===== config.mk =====
export PLATFORM = sky130hd
export DESIGN_NAME = sram1rw_req_ctrl
export DESIGN_NICKNAME = d
export VERILOG_FILES = /design/src/rtl/sram1rw_req_ctrl.sv
export SDC_FILE = /design/constraint.sdc
export NUM_CORES = 1
export LEC_CHECK = 0
export ABC_AREA = 1
export ABC_CLOCK_PERIOD_IN_PS = 12900
export CAP_MARGIN = 20
export CORE_AREA = 2 2 214 301
export DETAILED_ROUTE_END_ITERATION = 12
export DIE_AREA = 0 0 216 303
export SYNTH_ARGS = -nofsm -noshare
export SYNTH_HDL_FRONTEND = slang
export SYNTH_SLANG_ARGS = --single-unit

===== constraint.sdc =====
create_clock -name clock -period 12.9 [get_ports clock]
set_input_delay 1.935 -clock clock [delete_from_list [all_inputs] [get_ports clock]]
set_output_delay 1.935 -clock clock [all_outputs]
set_load 0.1 [all_outputs]

===== src/rtl/sram1rw_req_ctrl.sv =====
// Request-side controller for a single-port 1RW SRAM macro: valid/ready request and
// response channels, with partial-mask writes executed as read-modify-write.
//
// state   | meaning
// IDLE    | accepting requests; full/zero-mask writes complete here
// RD_WAIT | macro output enabled, read data captured into resp_data
// RESP    | response held until the consumer accepts it
// RMW_RD  | macro output enabled, old word merged with latched write lanes
// RMW_WR  | merged word written back to the latched address
module sram1rw_req_ctrl #(
    parameter int ADDR_W = 8,
    parameter int DATA_W = 128,
    parameter int MASK_W = DATA_W / 8
) (
    input  logic              clock,
    input  logic              reset,
    input  logic              req_valid,
    output logic              req_ready,
    input  logic              req_write,
    input  logic [ADDR_W-1:0] req_addr,
    input  logic [DATA_W-1:0] req_wdata,
    input  logic [MASK_W-1:0] req_mask,
    output logic              resp_valid,
    input  logic              resp_ready,
    output logic [DATA_W-1:0] resp_data,
    output logic              sram_csb,
    output logic              sram_web,
    output logic              sram_oeb,
    output logic [ADDR_W-1:0] sram_a,
    output logic [DATA_W-1:0] sram_i,
    input  logic [DATA_W-1:0] sram_o
);

    typedef enum logic [2:0] {
        IDLE,
        RD_WAIT,
        RESP,
        RMW_RD,
        RMW_WR
    } state_t;

    state_t            state;
    state_t            state_nxt;
    logic [ADDR_W-1:0] rmw_addr;
    logic [DATA_W-1:0] rmw_wdata;
    logic [MASK_W-1:0] rmw_mask;
    logic [DATA_W-1:0] merge_buf;
    logic              accept;
    logic              mask_full;
    logic              mask_none;

    // Reset is folded in so the macro pins go idle asynchronously, not at the next edge.
    assign req_ready  = (state == IDLE) && !reset;
    assign accept     = req_valid && req_ready;
    assign resp_valid = (state == RESP);
    assign mask_full  = &req_mask;
    assign mask_none  = (req_mask == '0);

    always_ff @(posedge clock or posedge reset) begin
        if (reset) begin
            state <= IDLE;
        end else begin
            state <= state_nxt;
        end
    end

    always_ff @(posedge clock or posedge reset) begin
        if (reset) begin
            rmw_addr  <= '0;
            rmw_wdata <= '0;
            rmw_mask  <= '0;
            merge_buf <= '0;
            resp_data <= '0;
        end else begin
            if (accept && req_write && !mask_full && !mask_none) begin
                rmw_addr  <= req_addr;
                rmw_wdata <= req_wdata;
                rmw_mask  <= req_mask;
            end
            if (state == RD_WAIT) begin
                resp_data <= sram_o;
            end
            if (state == RMW_RD) begin
                for (int k = 0; k < MASK_W; k++) begin
                    merge_buf[8*k +: 8] <= rmw_mask[k] ? rmw_wdata[8*k +: 8] : sram_o[8*k +: 8];
                end
            end
        end
    end

    always_comb begin
        state_nxt = state;
        sram_csb  = 1'b1;
        sram_web  = 1'b1;
        sram_oeb  = 1'b1;
        sram_a    = '0;
        sram_i    = '0;
        case (state)
            IDLE: begin
                if (accept) begin
                    if (!req_write) begin
                        sram_csb  = 1'b0;
                        sram_a    = req_addr;
                        state_nxt = RD_WAIT;
                    end else if (mask_full) begin
                        sram_csb = 1'b0;
                        sram_web = 1'b0;
                        sram_a   = req_addr;
                        sram_i   = req_wdata;
                    end else if (!mask_none) begin
                        sram_csb  = 1'b0;
                        sram_a    = req_addr;
                        state_nxt = RMW_RD;
                    end
                end
            end
            RD_WAIT: begin
                sram_oeb  = 1'b0;
                state_nxt = RESP;
            end
            RESP: begin
                if (resp_ready) begin
                    state_nxt = IDLE;
                end
            end
            RMW_RD: begin
                sram_oeb  = 1'b0;
                state_nxt = RMW_WR;
            end
            RMW_WR: begin
                sram_csb  = 1'b0;
                sram_web  = 1'b0;
                sram_a    = rmw_addr;
                sram_i    = merge_buf;
                state_nxt = IDLE;
            end
            default: begin
                state_nxt = IDLE;
            end
        endcase
    end

endmodule


## Word-level counts from Yosys, hierarchy flattened

Index checks and enable logic that the tools add are counted.

| cells by class | value |
|---|---|
| reductions and logical operators | 13 |
| mux-type cells | 41 |
| eq/ne operators | 8 |

Operators with widths:

| cell | count |
|---|---|
| $mux W128 | 3 |
| $pmux W128 S2 | 1 |
| $mux W8 | 20 |
| $logic_not A16 Y1 | 1 |
| $pmux W8 S2 | 1 |
| $reduce_and A16 Y1 | 1 |
| $mux W3 | 5 |
| $pmux W3 S4 | 1 |
| $mux W1 | 8 |
| $eq A3 B2 Y1 const B | 2 |
| $ne A3 B3 Y1 const B | 2 |
| $logic_and A1 B1 Y1 | 5 |
| $pmux W1 S2 | 2 |
| $reduce_and A4 Y1 | 1 |
| $eq A3 B1 Y1 const B | 1 |
| $eq A3 B3 Y1 const B | 1 |
| $logic_not A1 Y1 | 3 |
| $logic_not A3 Y1 | 1 |
| $ne A2 B1 Y1 const B | 1 |
| $ne A2 B2 Y1 const B | 1 |
| $reduce_or A2 Y1 | 1 |

| storage, ports and cells | value |
|---|---|
| input port bits | 285 |
| logic and storage cells | 68 |
| register bits | 411 |

## Logic depth before layout (Yosys ltp)

| depth | value |
|---|---|
| depth after elaboration | 6 |
| gate-level depth with buffers | 11 |

## Worst setup path before layout

OpenSTA, ideal clock, no wires.

| path | value |
|---|---|
| path kind | input-to-reg |
| start | in reset |
| end | reg state[1] |
| arrival | 11091 ps |
| buffers on the path | 0 |
| path slack | 1744 ps |
| required time | 12835 ps |
| stages | 5 |
| cells stage by stage | inv_1 > a21oi_1 > nor2_1 > nand3_1 > nand2_1 |

| on the way | value |
|---|---|
| word-level cells in the longest chain between the ends | 5 |

RTL lines:

| element | line | RTL |
|---|---|---|
| start: declaration | 16 | `input logic reset,` |
| $logic_not A1 Y1 (no line) | - |  |
| $logic_and A1 B1 Y1 | 53 | `assign req_ready = (state == IDLE) && !reset;` |
| $logic_and A1 B1 Y1 | 54 | `assign accept = req_valid && req_ready;` |
| $ne A2 B2 Y1 (no line) | - |  |
| $reduce_and A4 Y1 (no line) | - |  |
| end signal: assignment | 63 | `state <= state_nxt;` |
| end: declaration | 42 | `state_t state;` |

No other way between the ends.
A chain may end at the register's enable or synchronous reset.

## Worst setup path after layout

| path | value |
|---|---|
| start | in req_mask[4] |
| end | out sram_i[127] |

| on the way | value |
|---|---|
| word-level cells in the longest chain between the ends | 5 |

RTL lines:

| element | line | RTL |
|---|---|---|
| start: declaration | 22 | `input logic [MASK_W-1:0] req_mask,` |
| $reduce_and A16 Y1 | 56 | `assign mask_full = &req_mask;` |
| $mux W128 | 105 | `end else if (mask_full) begin` |
| $mux W128 | 101 | `if (!req_write) begin` |
| $mux W128 | 100 | `if (accept) begin` |
| $pmux W128 S2 | 98 | `case (state)` |
| end: declaration | 30 | `output logic [DATA_W-1:0] sram_i,` |

No other way between the ends.

==> metrics.md <==
| Metric | Value |
|---|---|
| Status | `completed` |
| Crit Path Class | `input pin to output pin` |
| RSZ-0062 raised after global routing | `no` |
| # H-tree levels | `2` |
| Syn Area/Cell | `around 7.8 sq um` |
| Setup TNS | `0 ns` |
| Hold_buf cts | `0` |
| CTS tree | `built` |
| Hold WC Path Type | `flop to flop` |
| Longest Clk Path Bufs | `3` |
| Max VDD drop | `0.0001970 V` |
| FF-to-FF setup slack | `between 9 and 10 ns` |
| Max-cap viol count | `0` |
| Final Cell Area | `approximately 26000 sq um` |
| Worst-path clk slew | `about 0.050 ns` |
| Layout cells sized above 1 | `0.03591` |
| Min Tclk post-route | `~8 ns` |
| CP Data Required Time | `10.97 ns` |
| Sw Share | `0.5030` |
| Dpl cells | `about 3700` |
| Clock Tree Root | `clkbuf_16` |
| Number of buffers created by CTS | `44` |
| Most used cell, CP | `nand2_1` |
| Switch Pwr | `between 3 and 4 mW` |
| Delay-heaviest family, CP | `buffers and inverters` |
| Ports | `around 550` |
| Post-route ant nets | `0` |
| CP arrival | `a little under 6 ns` |
| Register area share after synthesis | `0.5512` |
| Final hold vios | `0` |
| Skew final | `~0.024 ns` |
| # clock sinks | `411` |
| Startpoint types | `input pin` |
| Flop pwr share | `0.319` |
| Die Area | `65450 sq um` |
| Core Region | `62740 sq um` |
| Pint | `around 3.6 mW` |
| DR vias/cell | `between 4 and 5` |
| CP Max Fanout | `57` |
| Fmax | `approximately 130 MHz` |
| Synth Net Count | `2681` |
| Period utilization | `0.6089` |
| Seq cells post-synth | `around 410` |
| Crit path capture type | `output pin` |
| Relative slew margins | `0.2631` |
| Final setup viols | `0` |
| Fillers | `around 6400` |
| Total grt overflow | `0` |
| Cell Area, Placed | `between 20000 and 25000 sq um` |
| Initial antenna violation count | `6` |
| P_leak | `approximately 12 nW` |
| P per Cell Area | `approximately 270 nW/um^2` |
| Starting density of the core | `0.2974` |
| WL/cell | `17.44 um` |
| WP buf/inv | `4` |
| Postcts setup bufs | `0` |
| Critical Path Max Stage Delay | `1.23 ns` |
| Gr usage total | `0.1955` |
| Area growth, synth to finish | `40.49%` |
| Crit path cell chain | `clkdlybuf4s50_1 -> nand2_1 -> inv_1 -> nand2_1 -> nor2_1 -> nand2_1 -> nor2_4 -> buf_4 -> nand2_1 -> o21ai_0 -> clkdlybuf4s50_1` |
| Min Hold Slack | `approximately 0.48 ns` |
| Die H | `around 300 um` |
| Post-DP HPWL | `about 46 mm` |
| Number of global-route vias before repair | `~17000` |
| Chip width | `around 220 um` |
| Final net count | `approximately 3100` |
| DR DRC count | `0` |
| PostCTS Resize Cnt | `0` |
| Global-route wire length before repair | `around 100 mm` |
| Largest net degree at the start of global routing | `about 150` |
| Synth warn | `0` |
| Slew Viols, Final | `0` |
| Post-Route WL | `around 65 mm` |
| Mapped Cells | `about 2400` |
| Num rows | `~110` |
| Tightest Pin Transition | `about 1.1 ns` |
| Clk pwr share | `0.190` |
| DR pass1 iterations | `5` |
| Port bufs | `553` |
| Initial drt markers | `about 1100` |
| Vias | `between 15000 and 20000` |
| Netlist Area Pre-Place | `around 19000 sq um` |
| Synth unique cells | `22` |
| GPL Wtd Cong | `0.8196` |
| Cell Count, Final, Fillers Out | `3733` |
| Slowest-stage cell, CP | `clkdlybuf4s50_1` |
| Clk_lat worst skew | `about 0.57 ns` |
| Comb power frac | `0.491` |
==> power by group through the flow <==
stage	logic (mW)	clock network, mW	registers [mW]
after floorplan	1.33	0	3.57
after global routing	3.79	1.46	2.39
after CTS	3.57	1.41	2.30
final	3.54	1.37	2.30
after global placement	3.54	0	2.30
after detailed placement	3.56	0	2.31
==> metal layers <==
metal	vias up	track usage	wire (um)	part of all wire
met5	-	0	0	0
met4	0	0.07404	2068	0.032
met3	100	0.04110	3852	0.059
met2	504	0.3394	32300	0.50
met1	7929	0.2387	26890	0.41
li1	8334	-	-	-
==> sequential cells by signal, indices dropped and copies added, names as in the netlist <==
name,cells
merge_buf,128
rmw_wdata,128
resp_data,128
rmw_addr,8
rmw_mask,16
state,3
==> worst paths after layout <==
check	startpoint	to	cells past startpoint
setup / recovery	req_mask[4]	sram_i[127]	11
hold / removal	rmw_wdata[15]	rmw_wdata[15]	2
hold reg to reg	rmw_wdata[15]	rmw_wdata[15]	2
min in group asynchronous	reset	resp_data[118]	2
max in group asynchronous	reset	state[2]	4
setup reg to reg	state[0]	rmw_mask[2]	8
==> layout make-up <==
cell class	instances	area (sq um)	share of cell area
Antenna cell	5	12.51	0.0004773
Clock buffer	59	1279	0.04878
Clock inverter	19	269.0	0.01026
Inverter	275	1039	0.03961
Multi-Input combinational cell	1562	6615	0.2523
Sequential cell	411	10280	0.3923
Tap cell	832	1041	0.03971
Timing Repair Buffer	570	5675	0.2165
==> cell families (layout without fill, tap and decap cells) <==
| group | count (synthesis) | count (layout) | share of synthesized area |
|---|---|---|---|
| buffers and inverters | 423 | 923 | 0.09602 |
| AO/OA/AOI/OAI | 523 | 523 | 0.1408 |
| other | 0 | 5 | 0 |
| AND/OR/NAND/NOR | 1039 | 1039 | 0.2120 |
| flip-flops | 411 | 411 | 0.5512 |
==> worst reg2reg max path, delay by kind of cell (launching register included) <==
kind | cells | cell delay (ns)
buf+inv | 1 | 0.83
flops | 1 | 0.46
simple gates | 7 | 1.62
==> metrics by stage <==
| step | power (mW) | util | worst slack (ns) |
|---|---|---|---|
| global placement | 5.840 | 0.3930 | 4.914 |
| CTS | 7.282 | 0.4177 | 4.955 |
| detailed placement | 5.877 | 0.3930 | 4.981 |
| finish | 7.209 | 0.4179 | 5.046 |
| global route | 7.640 | 0.4179 | 4.834 |
| floorplan | 4.905 | - | 4.267 |
==> placed cells by master, fill, tap and decap left out, drive strengths merged <==
cell type	Yosys	layout
nand2	1009	1009
clkdlybuf4s50	0	553
o21ai	514	514
dfrtp	411	411
inv	274	276
clkbuf	90	59
nor2	23	23
buf	58	17
clkinv	1	9
o22ai	8	8
bufinv	0	6
diode	0	5
nand3	5	5
clkinvlp	0	3
nor3	1	1
nand4	1	1
a21oi	1	1
==> cell usage after synthesis (all sizes together) <==
cell type	n	share of area
nor3	1	0.00054
nor2	23	0.0061
nand3	5	0.0016
nand4	1	0.00034
a21oi	1	0.00027
o21ai	514	0.14
dfrtp	411	0.55
clkinv	1	0.00020
clkbuf	90	0.018
nand2	1009	0.20
buf	58	0.023
inv	274	0.055
o22ai	8	0.0027
No activity file was read; power rests on OpenSTA's default activity.
